--- config.mk ---
export PLATFORM = sky130hd
export DESIGN_NAME = rv32_mem_responder
export DESIGN_NICKNAME = d
export VERILOG_FILES = /design/src/rtl/rv32_mem_responder.sv
export SDC_FILE = /design/constraint.sdc
export NUM_CORES = 1
export LEC_CHECK = 0
export BUFFER_PORTS_ARGS = -buffer_cell sky130_fd_sc_hd__clkbuf_2
export CAP_MARGIN = 0
export CORE_AREA = 2 2 99 101
export DETAILED_ROUTE_END_ITERATION = 16
export DIE_AREA = 0 0 101 103
export GPL_TIMING_DRIVEN = 1
export PLACE_DENSITY = 0.68
export SLEW_MARGIN = 40
export SYNTH_ARGS = -nofsm -noshare
export SYNTH_HDL_FRONTEND = slang
export SYNTH_SLANG_ARGS = --single-unit
--- constraint.sdc ---
create_clock -name clk -period 1.85 [get_ports clk]
set_input_delay 0.37 -clock clk [delete_from_list [all_inputs] [get_ports clk]]
set_output_delay 0.37 -clock clk [all_outputs]
set_load 0.005 [all_outputs]
--- src/rtl/rv32_mem_responder.sv ---
// Responder for the core's instr/data request handshakes, sharing one single-port synchronous SRAM.
// Define RV32_MEM_ROUND_ROBIN_EN for round-robin arbitration; otherwise the data port has fixed priority.
module rv32_mem_responder #(
  parameter int unsigned ADDR_WIDTH  = 10,
  parameter int unsigned WAIT_STATES = 1
) (
  input  logic                  clk,
  input  logic                  reset_n,
  input  logic [31:0]           instr_address_in,
  input  logic                  instr_read_in,
  output logic [31:0]           instr_read_value_out,
  output logic                  instr_ready_out,
  input  logic [31:0]           data_address_in,
  input  logic                  data_read_in,
  input  logic                  data_write_in,
  input  logic [3:0]            data_write_mask_in,
  input  logic [31:0]           data_write_value_in,
  output logic [31:0]           data_read_value_out,
  output logic                  data_ready_out,
  output logic [ADDR_WIDTH-1:0] mem_address_out,
  output logic                  mem_read_out,
  output logic                  mem_write_out,
  output logic [3:0]            mem_write_mask_out,
  output logic [31:0]           mem_write_value_out,
  input  logic [31:0]           mem_read_value_in
);

  typedef enum logic [1:0] {
    S_IDLE,
    S_WAIT,
    S_ISSUE,
    S_RESP
  } state_t;

  localparam logic [3:0] WAIT_LOAD = (WAIT_STATES > 0) ? 4'(WAIT_STATES - 1) : 4'd0;

  state_t                state_q, state_d;
  logic [3:0]            cnt_q, cnt_d;
  logic                  gnt_data_q, gnt_data_d;
  logic                  is_write_q, is_write_d;
  logic [ADDR_WIDTH-1:0] addr_q, addr_d;
  logic [3:0]            mask_q, mask_d;
  logic [31:0]           wdata_q, wdata_d;
  logic                  take_data;
  logic                  req_data;

  // Byte-offset bits and bits above the SRAM range are intentionally dropped (addresses alias).
  logic unused_addr_bits;
  assign unused_addr_bits = ^{instr_address_in[1:0], instr_address_in[31:ADDR_WIDTH+2],
                              data_address_in[1:0], data_address_in[31:ADDR_WIDTH+2]};

  assign req_data = data_read_in | data_write_in;

`ifdef RV32_MEM_ROUND_ROBIN_EN
  // last_grant: 1 = data port, 0 = instr port
  logic last_grant_q, last_grant_d;

  always_comb begin
    if (req_data && instr_read_in) take_data = ~last_grant_q;
    else                           take_data = req_data;
  end
`else
  always_comb begin
    take_data = req_data;
  end
`endif

  always_comb begin
    state_d    = state_q;
    cnt_d      = cnt_q;
    gnt_data_d = gnt_data_q;
    is_write_d = is_write_q;
    addr_d     = addr_q;
    mask_d     = mask_q;
    wdata_d    = wdata_q;
`ifdef RV32_MEM_ROUND_ROBIN_EN
    last_grant_d = last_grant_q;
`endif
    unique case (state_q)
      S_IDLE: begin
        if (req_data || instr_read_in) begin
          gnt_data_d = take_data;
          is_write_d = take_data & data_write_in;
          addr_d     = take_data ? data_address_in[ADDR_WIDTH+1:2]
                                 : instr_address_in[ADDR_WIDTH+1:2];
          mask_d     = (take_data && data_write_in) ? data_write_mask_in  : '0;
          wdata_d    = (take_data && data_write_in) ? data_write_value_in : '0;
`ifdef RV32_MEM_ROUND_ROBIN_EN
          last_grant_d = take_data;
`endif
          if (WAIT_STATES > 0) begin
            state_d = S_WAIT;
            cnt_d   = WAIT_LOAD;
          end else begin
            state_d = S_ISSUE;
          end
        end
      end
      S_WAIT: begin
        if (cnt_q == '0) state_d = S_ISSUE;
        else             cnt_d   = cnt_q - 4'd1;
      end
      S_ISSUE: state_d = S_RESP;
      S_RESP:  state_d = S_IDLE;
      default: state_d = S_IDLE;
    endcase
  end

  always_ff @(posedge clk or negedge reset_n) begin
    if (!reset_n) begin
      state_q    <= S_IDLE;
      cnt_q      <= '0;
      gnt_data_q <= 1'b0;
      is_write_q <= 1'b0;
      addr_q     <= '0;
      mask_q     <= '0;
      wdata_q    <= '0;
    end else begin
      state_q    <= state_d;
      cnt_q      <= cnt_d;
      gnt_data_q <= gnt_data_d;
      is_write_q <= is_write_d;
      addr_q     <= addr_d;
      mask_q     <= mask_d;
      wdata_q    <= wdata_d;
    end
  end

`ifdef RV32_MEM_ROUND_ROBIN_EN
  always_ff @(posedge clk or negedge reset_n) begin
    if (!reset_n) last_grant_q <= 1'b0;
    else          last_grant_q <= last_grant_d;
  end
`endif

  // Outputs decode straight from registered state so async reset clears them in the same cycle.
  always_comb begin
    mem_address_out     = addr_q;
    mem_write_mask_out  = mask_q;
    mem_write_value_out = wdata_q;
    mem_read_out        = (state_q == S_ISSUE) && !is_write_q;
    mem_write_out       = (state_q == S_ISSUE) &&  is_write_q;
    instr_ready_out     = (state_q == S_RESP) && !gnt_data_q;
    data_ready_out      = (state_q == S_RESP) &&  gnt_data_q;
    instr_read_value_out = instr_ready_out ? mem_read_value_in : '0;
    data_read_value_out  = (data_ready_out && !is_write_q) ? mem_read_value_in : '0;
  end

endmodule

Word level (Yosys, flattened, before mapping)
Cells that the tools add are included.
Widths: inputs -> output; s select.
{"block": "word_totals", "reg_bits": 54, "latchBits": 0, "mem_bits_rw": 0, "mem_bits_ro": 0, "in_bits": 137, "output_inout_bits": 114, "elab_cells": 42, "mem_count": 0}
{"block": "op_classes", "addsub": 1, "mul": 0, "n_div": 0, "order_cmp": 0, "eq_ne": 6, "n_shift": 0, "n_mux": 11, "bitwise": 2, "reduce_logical": 15}
{"cell": "$mux 32", "n": 3}
{"cell": "$mux 4", "n": 3}
{"cell": "$mux 10", "n": 1}
{"cell": "$pmux 2 s4", "n": 1}
{"cell": "$pmux 4 s2", "n": 1}
{"cell": "$logic_and 1x1->1", "n": 6}
{"cell": "$ne 2x2->1 const B", "n": 3}
{"cell": "$eq 2x2->1 const B", "n": 2}
{"cell": "$logic_not 4->1", "n": 1}
{"cell": "$mux 2", "n": 2}
{"cell": "$reduce_and 2->1", "n": 2}
{"cell": "$sub 4x1->4 const B", "n": 1}
{"cell": "$reduce_and 3->1", "n": 1}
{"cell": "$eq 2x1->1 const B", "n": 1}
{"cell": "$logic_not 1->1", "n": 2}
{"cell": "$logic_not 2->1", "n": 1}
{"cell": "$reduce_bool 2->1", "n": 1}
{"cell": "$and 1x1->1", "n": 1}
{"cell": "$logic_or 1x1->1", "n": 1}
{"cell": "$or 1x1->1", "n": 1}

Longest topological paths before layout
{"block": "logic_depth", "depth_word": 4, "mapped_depth": 8, "depth_no_buf": 5}

Worst setup path before layout
Ideal clock, no wire load.
{"block": "synth_timing", "path_type": "flip-flop to flip-flop", "from": "register cnt_q[0]", "to": "register state_q[1]", "setup_time_ps": 125, "t_arrival_ps": 1515, "t_required_ps": 1725, "setup_slack_ps": 210, "stages_incl_launch_ff": 6, "n_path_buf": 0, "synth_period_minus_slack_ps": 1640, "path_cell_list": "dfrtp_1 inv_1 ha_1 or3b_4 a21o_1 mux2_4"}
{"block": "synth_between", "elab_chain_cells": 3}
{"element": "from (decl)", "line_no": "38", "text": "logic [3:0] cnt_q, cnt_d;"}
{"element": "from (signal assigned)", "line_no": "120", "text": "cnt_q <= cnt_d;"}
{"element": "$logic_not 4->1", "line_no": "100", "text": "if (cnt_q == '0) state_d = S_ISSUE;"}
{"element": "$ne 2x2->1 (no source line)"}
{"element": "$reduce_and 2->1 (no source line)"}
{"element": "to (signal assigned)", "line_no": "119", "text": "state_q <= state_d;"}
{"element": "to (decl)", "line_no": "37", "text": "state_t state_q, state_d;"}
No other way between the ends.
A chain may end at the register's enable or synchronous reset.

Worst setup path after layout
{"block": "layout_timing", "from": "register state_q[1]", "to": "output port data_read_value_out[5]"}
{"block": "layout_between", "elab_chain_cells": 4}
{"element": "$eq 2x2->1", "line_no": "144", "text": "data_ready_out = (state_q == S_RESP) && gnt_data_q;"}
{"element": "$logic_and 1x1->1", "line_no": "144"}
{"element": "$logic_and 1x1->1", "line_no": "146", "text": "data_read_value_out = (data_ready_out && !is_write_q) ? mem_read_value_in : '0;"}
{"element": "$mux 32", "line_no": "146"}
{"element": "to (decl)", "line_no": "18", "text": "output logic [31:0] data_read_value_out,"}
No other way between the ends.

==> results.yml <==
status:
  outcome: "finished with violations"
  violations: "negative setup slack"
cts:
  h-tree-depth: 2
  cts_inserted_buffers: 5
  clockBufferDepth: 2
  worstSkewPairLatency_ns: 0.31
  root_buffer: "clkbuf_8"
  clock-sinks: 54
  clk_pin_slew_ns: 0.10
  ctsHoldBuffers: 0
  cts_tree: "yes"
setup_path:
  reg2reg_slack_ns: 0.07
  critPathLaunchType: "flip-flop"
  critPathCaptureType: "output pin"
  cp_max_fo: 16
  crit_buf_inv: 2
  crit_arrival_ns: 1.60
  cp.required_ns: 1.48
  cp_slowest_stage_delay_ns: 0.39
  path_cells: "ha_2 > and2_4 > nor2b_4 > clkbuf_16 > and2_1 > clkbuf_2"
  path_class: "reg2out"
  cpLargestDelayFamily: "simple AND/OR/NAND/NOR gates"
  critPathSlowestCell: "dfrtp_1"
synthesis:
  ys_types: 33
  synthAdderAreaFrac_pct: 2.610
  synth_edf_count: 0
  netlist_area_mm2: 0.002877
  yosys.area_share.simple_pct: 37.10
  synth_top_family_by_area: "simple AND/OR/NAND/NOR gates"
  synth_top_cell_by_area: "dfrtp_1"
  synth_area_leaders: "dfrtp_1 47%, and2_1 14%, nand2_1 12%"
  synth_nets: 473
  syn_avg_cell_area_um2: 8.717
  synth-compound-area-share_pct: 5.133
  synth_common_cells: "89 x nand2_1, 66 x and2_1, 54 x dfrtp_1, 37 x nand3_1, 13 x clkbuf_1"
  yosysSeqAreaShare_pct: 46.98
  synth_cells: 330
  yosysTopAreaCellShare_pct: 46.98
  yosysMostFrequentCell: "nand2_1"
  yosysWarnings: 0
  synth_flop_cell: "dfrtp_1"
  ys_async_sr_fraction_pct: 100.0
  ys_ff_latch: 54
  synthXorXnorAreaFrac_pct: 0
  muxShareOfSynthArea_pct: 4.002
finish:
  fin_area_mm2: 0.004317
  nNetsFinal: 680
  fillers: 927
  drive_gt1_share_pct: 45.91
  antenna_cells: 0
  area_delta_synth_final_pct: 50.07
timing:
  fin_skew_ns: 0.005178
  setup_ws_ns: -0.1187
  fin_crit_sh_pct: 106.4
  slew_viol_final: 0
  finalCriticalPeriod_ns: 1.969
  fmax_mhz: 508.0
  rsz0062_at_grt: "yes"
  finalHoldViolCount: 0
  slew_headroom_pct: 54.67
  setup-violations-final: 34
  worst_pin_slew_ns: 0.6800
placement:
  routabilityCongestion: 0.9136
  dp_slack_ns: 0.1057
  hpwl_um: 6821
  placed_area_mm2: 0.004081
  portBuffers: 206
global_routing:
  grt_max_degree: 55
  grt_pass1_vias: 2607
  antenna_found_initial: 0
  grt_pass1_wl_um: 12940
  overflow: 0
  grt_usage_pct: 15.78
floorplan:
  die_w_um: 101
  std_cell_rows: 36
  die-area_mm2: 0.01040
  ios: 251
  coreArea_mm2: 0.009459
  dieHeight_um: 103
  start_util_pct: 30.41
drt:
  drc_errors: 0
  totalWireLength_um: 8964
  ant_nets: 0
  dr_total_vias: 2974
  avgRoutedWirePerCell_um: 13.75
  drt-vias-per-instance: 4.561
  dr.pass1.iters: 4
  drtIter0Drc: 89
worst_hold_path:
  hp-class: "in2async"
pwr:
  ir_drop_mv: 0.8076
  p_leak_uw: 0.002487
  cellPowerDensity_mw_per_mm2: 1314
flow_run:
  drv_cap: 0
[power breakdown]
part	internal (uW)	switching [uW]	total (uW)
Combinational	1330	1460	2790
Sequential	1720	305	2030
Clock	446	405	851
[worst paths after layout]
kind                                    startpoint                 endpoint  cells after the start
max                                     state_q[1]   data_read_value_out[5]                      6
max in group asynchronous                  reset_n       mem_address_out[4]                      2
min in group clk             data_write_mask_in[0]    mem_write_mask_out[0]                      3
max reg2reg                             state_q[1]                 cnt_q[3]                      7
min reg2reg                mem_write_value_out[15]  mem_write_value_out[15]                      2
min                                        reset_n   mem_write_value_out[2]                      2
[layer usage]
metal | global-route usage, % | vias up | wire length, um
met1 | 18.34 | 1341 | 3490
li1 | - | 1479 | -
met4 | 4.262 | 0 | 86
met2 | 29.44 | 148 | 4718
met5 | 0 | - | 0
met3 | 3.390 | 6 | 668
[cell families after synthesis]
group / after synthesis
AND/OR/NAND/NOR: 208
flip-flops: 54
buffers and inverters: 27
AO/OA/AOI/OAI: 24
multiplexers: 11
adder cells (fa/ha/maj): 6
[placed cells by master, fill, tap and decap left out, types with 3 or more instances in the layout]
master    instances
o21ai_0           3
buf_12            3
nand2_1          89
buf_6             3
inv_1             3
clkbuf_2        205
buf_4            11
nand3_1          37
dfrtp_1          54
mux2i_1          10
ha_2              3
o21ai_1          11
and2_1           64
nor2b_1           3
clkbuf_8          6
[state kept, by name (all words and copies together) (netlist names)]
name / cells
state_q: 2
gnt_data_q: 1
is_write_q: 1
cnt_q: 4
mem_write_value_out: 32
mem_write_mask_out: 4
mem_address_out: 10
[area by class of cell]
| class | instances | area [um^2] | area share (%) |
|---|---|---|---|
| multi-input cells | 249 | 1459 | 33.80 |
| flip-flops and latches | 54 | 1351 | 31.30 |
| repair buffers | 223 | 1227 | 28.43 |
| well taps | 114 | 142.6 | 3.304 |
| clock buffers | 6 | 82.58 | 1.913 |
| clock inverters | 2 | 38.79 | 0.8986 |
| inverters | 4 | 15.01 | 0.3478 |
[what timing repair did]
| item | in CTS | in global routing |
|---|---|---|
| setup buffers | 2 | 2 |
| pin swaps | 1 | 1 |
| cloned | 1 | 0 |
| gates resized for setup | 6 | 11 |
| endpoints found under the setup margin | 64 | 71 |
[worst register-to-register path, cell delays in order (launching register included)]
cell and delay, ns:
dfrtp_1 0.39, buf_4 0.13, buf_4 0.13, inv_1 0.11, ha_4 0.19, or4b_4 0.49, o21ai_2 0.09, o221ai_1 0.12
[metrics by stage]
stage	util [%]	cells	hold slack [ns]	setup TNS, ns	power [uW]
after floorplan	-	330	0.07441	0	3371
after global placement	43.15	639	0.3908	0	4568
after detailed placement	43.15	639	0.3956	0	4664
after CTS	45.05	650	0.04868	-3.923	5645
after global routing	45.63	652	0.03648	-8.596	6161
final	45.63	652	0.03102	-3.281	5671
(Power assumes the default switching activity.)
